### src/rtl/vga_pattern_gen.sv
// Parametrised VGA timing and four-mode test-pattern generator (solid, bars, checker, moving box).
// Optional macro VGA_PATTERN_BORDER_EN adds a 1-pixel white border around the active area.
module vga_pattern_gen #(
  parameter int H_ACTIVE   = 640,
  parameter int H_FP       = 16,
  parameter int H_SYNC     = 96,
  parameter int H_BP       = 48,
  parameter int V_ACTIVE   = 480,
  parameter int V_FP       = 10,
  parameter int V_SYNC     = 2,
  parameter int V_BP       = 33,
  parameter int SYNC_POL   = 0,
  parameter int COLOR_BITS = 2,
  parameter int CHECK_LOG2 = 5,
  parameter int BOX_SIZE   = 32
) (
  input  logic                  clk_in,
  input  logic                  reset,
  input  logic [1:0]            mode,
  output logic [COLOR_BITS-1:0] red,
  output logic [COLOR_BITS-1:0] green,
  output logic [COLOR_BITS-1:0] blue,
  output logic                  h_sync,
  output logic                  v_sync,
  output logic                  display_en,
  output logic                  frame_tick
);

  localparam int H_TOTAL = H_ACTIVE + H_FP + H_SYNC + H_BP;
  localparam int V_TOTAL = V_ACTIVE + V_FP + V_SYNC + V_BP;
  localparam int HW      = $clog2(H_TOTAL);
  localparam int VW      = $clog2(V_TOTAL);
  localparam int BAR_W   = H_ACTIVE / 8;
  localparam int BW      = (BAR_W > 1) ? $clog2(BAR_W) : 1;

  localparam logic [HW-1:0] H_LAST   = HW'(H_TOTAL - 1);
  localparam logic [VW-1:0] V_LAST   = VW'(V_TOTAL - 1);
  localparam logic [HW-1:0] H_ACT    = HW'(H_ACTIVE);
  localparam logic [VW-1:0] V_ACT    = VW'(V_ACTIVE);
  localparam logic [HW-1:0] HS_FIRST = HW'(H_ACTIVE + H_FP);
  localparam logic [HW-1:0] HS_LAST  = HW'(H_ACTIVE + H_FP + H_SYNC - 1);
  localparam logic [VW-1:0] VS_FIRST = VW'(V_ACTIVE + V_FP);
  localparam logic [VW-1:0] VS_LAST  = VW'(V_ACTIVE + V_FP + V_SYNC - 1);
  localparam logic [BW-1:0] BAR_LAST = BW'(BAR_W - 1);
  localparam logic [HW-1:0] BOX_MAX  = HW'(H_ACTIVE - BOX_SIZE);
  localparam logic [HW-1:0] BOX_M1   = HW'(BOX_SIZE - 1);
  localparam logic [VW-1:0] BOX_Y0   = VW'(V_ACTIVE / 2 - BOX_SIZE / 2);
  localparam logic [VW-1:0] BOX_Y1   = VW'(V_ACTIVE / 2 + BOX_SIZE / 2 - 1);
  localparam logic          SYNC_ACT = (SYNC_POL != 0);
  localparam logic          SYNC_IDLE = !SYNC_ACT;

  logic [HW-1:0]         r_h_cnt;
  logic [VW-1:0]         r_v_cnt;
  logic [BW-1:0]         r_bar_px;
  logic [2:0]            r_bar;
  logic [HW-1:0]         r_box_x;
  logic [1:0]            r_mode_s1;
  logic [1:0]            r_mode_s2;
  logic [1:0]            r_mode;
  logic                  r_run;
  logic [COLOR_BITS-1:0] r_red;
  logic [COLOR_BITS-1:0] r_green;
  logic [COLOR_BITS-1:0] r_blue;
  logic                  r_h_sync;
  logic                  r_v_sync;
  logic                  r_de;
  logic                  r_ft;

  logic          w_at_origin;
  logic          w_h_wrap;
  logic          w_active;
  logic          w_hs_act;
  logic          w_vs_act;
  logic [1:0]    w_mode_eff;
  logic [2:0]    w_idx;
  logic [HW-1:0] w_box_end;
  logic          w_in_box;
  logic          w_check;
  logic          w_r;
  logic          w_g;
  logic          w_b;

  assign w_h_wrap    = (r_h_cnt == H_LAST);
  assign w_at_origin = (r_h_cnt == '0) && (r_v_cnt == '0);
  assign w_active    = (r_h_cnt < H_ACT) && (r_v_cnt < V_ACT);
  assign w_hs_act    = (r_h_cnt >= HS_FIRST) && (r_h_cnt <= HS_LAST);
  assign w_vs_act    = (r_v_cnt >= VS_FIRST) && (r_v_cnt <= VS_LAST);
  // The first pixel of a frame is drawn with the mode being latched on that same edge.
  assign w_mode_eff  = w_at_origin ? r_mode_s2 : r_mode;
  assign w_idx       = 3'd7 - r_bar;
  assign w_box_end   = r_box_x + BOX_M1;
  assign w_in_box    = (r_h_cnt >= r_box_x) && (r_h_cnt <= w_box_end) &&
                       (r_v_cnt >= BOX_Y0) && (r_v_cnt <= BOX_Y1);
  assign w_check     = r_h_cnt[CHECK_LOG2] ^ r_v_cnt[CHECK_LOG2];

  always_ff @(posedge clk_in or posedge reset) begin
    if (reset) begin
      r_h_cnt  <= '0;
      r_v_cnt  <= '0;
      r_bar_px <= '0;
      r_bar    <= '0;
      r_run    <= 1'b0;
    end else begin
      r_run <= 1'b1;
      if (w_h_wrap) begin
        r_h_cnt  <= '0;
        r_v_cnt  <= (r_v_cnt == V_LAST) ? '0 : r_v_cnt + 1'b1;
        r_bar_px <= '0;
        r_bar    <= '0;
      end else begin
        r_h_cnt <= r_h_cnt + 1'b1;
        if (r_bar_px == BAR_LAST) begin
          r_bar_px <= '0;
          r_bar    <= (r_bar == 3'd7) ? 3'd7 : r_bar + 3'd1;
        end else begin
          r_bar_px <= r_bar_px + 1'b1;
        end
      end
    end
  end

  always_ff @(posedge clk_in or posedge reset) begin
    if (reset) begin
      r_mode_s1 <= '0;
      r_mode_s2 <= '0;
      r_mode    <= '0;
      r_box_x   <= '0;
    end else begin
      r_mode_s1 <= mode;
      r_mode_s2 <= r_mode_s1;
      if (w_at_origin) begin
        r_mode <= r_mode_s2;
        if (r_mode == 2'd3) begin
          r_box_x <= (r_box_x == BOX_MAX) ? '0 : r_box_x + 1'b1;
        end
      end
    end
  end

  always_comb begin
    w_r = 1'b0;
    w_g = 1'b0;
    w_b = 1'b0;
    case (w_mode_eff)
      2'd0: begin
        w_r = 1'b1;
        w_g = 1'b1;
        w_b = 1'b1;
      end
      2'd1: begin
        w_r = w_idx[2];
        w_g = w_idx[1];
        w_b = w_idx[0];
      end
      2'd2: begin
        w_r = w_check;
        w_g = w_check;
        w_b = w_check;
      end
      default: begin
        w_r = w_in_box;
        w_g = w_in_box;
        w_b = 1'b1;
      end
    endcase
`ifdef VGA_PATTERN_BORDER_EN
    if ((r_h_cnt == '0) || (r_h_cnt == H_ACT - 1'b1) ||
        (r_v_cnt == '0) || (r_v_cnt == V_ACT - 1'b1)) begin
      w_r = 1'b1;
      w_g = 1'b1;
      w_b = 1'b1;
    end
`endif
  end

  always_ff @(posedge clk_in or posedge reset) begin
    if (reset) begin
      r_red    <= '0;
      r_green  <= '0;
      r_blue   <= '0;
      r_h_sync <= SYNC_IDLE;
      r_v_sync <= SYNC_IDLE;
      r_de     <= 1'b0;
      r_ft     <= 1'b0;
    end else begin
      r_red    <= w_active ? {COLOR_BITS{w_r}} : '0;
      r_green  <= w_active ? {COLOR_BITS{w_g}} : '0;
      r_blue   <= w_active ? {COLOR_BITS{w_b}} : '0;
      r_h_sync <= w_hs_act ? SYNC_ACT : SYNC_IDLE;
      r_v_sync <= w_vs_act ? SYNC_ACT : SYNC_IDLE;
      r_de     <= w_active;
      r_ft     <= w_at_origin & r_run;
    end
  end

  assign red        = r_red;
  assign green      = r_green;
  assign blue       = r_blue;
  assign h_sync     = r_h_sync;
  assign v_sync     = r_v_sync;
  assign display_en = r_de;
  assign frame_tick = r_ft;

endmodule

### config.mk
export PLATFORM = sky130hd
export DESIGN_NAME = vga_pattern_gen
export DESIGN_NICKNAME = d
export VERILOG_FILES = /design/src/rtl/vga_pattern_gen.sv
export SDC_FILE = /design/constraint.sdc
export NUM_CORES = 1
export LEC_CHECK = 0
export CAP_MARGIN = 20
export CORE_MARGIN = 2
export CORE_UTILIZATION = 35
export CTS_BUF_LIST = sky130_fd_sc_hd__clkbuf_8
export DETAILED_ROUTE_END_ITERATION = 10
export HOLD_SLACK_MARGIN = 0.15
export SETUP_SLACK_MARGIN = 0.4
export SLEW_MARGIN = 40
export SYNTH_ARGS = -nofsm -noshare
export SYNTH_HDL_FRONTEND = slang
export SYNTH_SLANG_ARGS = --single-unit
### constraint.sdc
create_clock -name clk_in -period 5.8 [get_ports clk_in]
set_clock_uncertainty 0.1 [all_clocks]
set_input_delay 1.16 -clock clk_in [delete_from_list [all_inputs] [get_ports clk_in]]
set_output_delay 1.16 -clock clk_in [all_outputs]
set_load 0.005 [all_outputs]
==> metrics <==
CP Cell Sequence=inv_1 -> ha_1 -> or4b_1 -> and3b_2 -> and2_1 -> mux2i_1 -> inv_1 -> ha_1 -> nor2_1 -> a31oi_1 -> a21boi_0; Clock Sink Count=between 50 and 60; # rows=34; crit path launch type=flip-flop; run status=completed; LEAKAGE=~1.5 nW; IO Port Bufs=13; Congestion Overflow GR=0; Starting Density=a little over a third; EDFF count, synth=0; first-pass GRT wire length=approximately 11000 µm; CTS tree=yes; Max Clk Rate=0.346 GHz; worst hold start=r_mode_s1[0]; synthesized area=around 3200 µm²; Hold Vio Cnt, Final=0; Num CTS Buffers=5; HPWL Detailed=between 4000 and 5000 µm; DIE HEIGHT=around 100 µm; DR WL/cell=14.1 µm; synthesized area per cell=about 9.5 µm²; worst skew pair latency=approximately 320 ps; Critical Path AT=2970 ps; Worst Hold Path EP=r_mode_s2[0]; vias in the first global route=between 2000 and 2500; diodes inserted=0; endpoint type of the worst setup path=flip-flop; critical path type=flip-flop to flip-flop; layout cells sized above 1=around 5.7%; setup bufs post-CTS=0; Nets=384; Placer Congestion=approximately 0.8; Clock Path Buffers=2; final worst path period share=between 40% and 50%; Tmin final=between 2000 and 3000 ps; All-Layer GR Usage=between 10% and 20%; Yosys cell types=53; post-route cell area=~3500 µm²; synth-to-layout area growth=10.7%; Worst-path clk slew=110 ps; Finished Core Util=about 40%; Mapped Nets=roughly 370; share of the yosys chip area belonging to registers=about 42%; reg2reg end=green[0]; First-pass DRT Iterations=4; RSZ-0062 raised after global routing=no; post-cts resize count=0; worst endpoint required time=5890 ps; Worst R2R Start=r_h_cnt[0]; CP Max Fanout=4; area share of the largest cell type after synthesis=roughly two fifths; detailed-route DRC error count=0; Worst Hold Depth=0; prevailing post-synth register cell=dfrtp_1; crit-path max cell delay=450 ps; post-placement cell area=3430 µm²; remaining antenna violation count=0; Final Routed Wirelength=between 6000 and 7000 µm; Area contributors post-synth=dfrtp_1, ha_1, xnor2_1; Clock Tree Root=clkbuf_8; die width=roughly 100 µm; cell count of the worst reg-to-reg path=11; Final Setup Violations=0; commonest non-fill, non-tap cell in the layout=dfrtp_1; hold crit path type=flip-flop to flip-flop; PD cells=185 nW/µm²; H-Tree Depth=2; worst hold margin=between 200 and 300 ps; largest area contributor in the netlist=dfrtp_1; commonest non-fill, non-tap cells in the layout=dfrtp_1, ha_1, nor2_1; ys async rst share=100%; vias=between 2000 and 2500; die footprint=roughly 9900 µm²; antenna violations before repair=0; io pins=14; setup slack on the worst flop-to-flop path=roughly 2900 ps; Final Slew Violations=0; synthesized flop and latch total=between 50 and 60; final setup TNS=0 ps; Max Cap Viol=0; cts-stage hold buffer count=0; peak supply drop=between 0.1 and 0.15 mV; slew margin rel.=a little over half; Via density=between 5 and 6; Syn. warnings=0; slowest library cell on the worst path=or4b_1; Tightest Pin Transition=between 600 and 700 ps; Starting DRT DRC Count=~220; core area=roughly 8800 µm²; maximum number of pins on one net before global-route repair=55; Synth Instances=approximately 340
[per-stage QoR]
stage / setup slack [ps] / std cells / total power, mW
after floorplan: 3170 / 336 / 0.391
after global placement: 3010 / 448 / 0.396
after detailed placement: 2930 / 448 / 0.397
after CTS: 2890 / 456 / 0.662
after global routing: 2610 / 456 / 0.680
final: 2910 / 456 / 0.654
[flip-flops by register name, indices dropped and copies added (netlist names)]
register    cells
red             1
r_bar_px        7
r_bar           3
r_mode_s2       2
v_sync          1
frame_tick      1
green           1
r_run           1
r_v_cnt        10
r_box_x        10
h_sync          1
r_mode_s1       2
r_mode          2
r_h_cnt        10
display_en      1
blue            1
[critical path: cells and delay by family, from the launching register on]
| kind | cells | cell delay, ps |
|---|---|---|
| AO/OA/AOI/OAI | 2 | 220 |
| adder cells (fa/ha/maj) | 2 | 380 |
| buffers and inverters | 2 | 240 |
| flip-flops | 1 | 430 |
| multiplexers | 1 | 300 |
| AND/OR/NAND/NOR | 4 | 1080 |
[worst max-delay path by stage]
stage | startpoint | endpoint | cells past startpoint
2_1_floorplan | r_h_cnt[0] | green[0] | 11
3_3_place_gp | r_h_cnt[0] | green[0] | 11
3_5_place_dp | r_h_cnt[0] | red[0] | 11
4_1_cts | r_h_cnt[0] | green[0] | 11
5_1_grt | r_h_cnt[0] | green[0] | 11
6_report | r_h_cnt[0] | green[0] | 11
[final cells by class]
| type | instances | area [µm²] |
|---|---|---|
| clock buffer | 5 | 68.8 |
| clock inverter | 3 | 47.5 |
| fill | 855 | 5260 |
| inverter | 24 | 90.1 |
| multi-input combinational | 247 | 1710 |
| sequential | 54 | 1350 |
| tap | 108 | 135 |
| timing repair buffer | 15 | 145 |
[where the power goes]
group	internal [mW]	switching, mW
combinational	0.00233	0.00756
sequential	0.378	0.000460
clock	0.131	0.135
total	0.511	0.143
[routing by layer]
metal / wire [µm] / part of all wire (%) / global-route usage (%) / up-vias
met5: 0 / 0 / 0 / -
met4: 69 / 1.1 / 3.69 / 0
met3: 159 / 2.5 / 1.97 / 7
met2: 2980 / 46 / 22.3 / 31
met1: 3220 / 50 / 20.6 / 1123
li1: - / - / - / 1192
[cells in the mapped netlist (all sizes together), types with 3 or more instances]
master   n
nor4     5
mux2i    3
nand3   17
a211oi   3
or4      5
a21boi   3
xnor2   19
buf      5
nor2b    3
a31oi    3
and2     4
and3     7
ha      33
nor3     8
nand2b   5
a21oi   11
clkbuf   6
o21ai   19
nand4    9
xor2     8
nand2   28
dfrtp   52
nor2    28
inv     24
[cells by family (layout without fill, tap and decap cells)]
logic type | count (synthesis) | after routing | share of synthesized area [%]
AO/OA/AOI/OAI | 51 | 51 | 9.72
XOR/XNOR | 27 | 27 | 7.38
adder cells (fa/ha/maj) | 33 | 33 | 12.9
buffers and inverters | 35 | 47 | 4.72
flip-flops | 54 | 54 | 42.2
multiplexers | 4 | 4 | 1.29
other | 1 | 1 | 0.117
AND/OR/NAND/NOR | 131 | 131 | 21.6
Power figures use the tool's default switching activity.
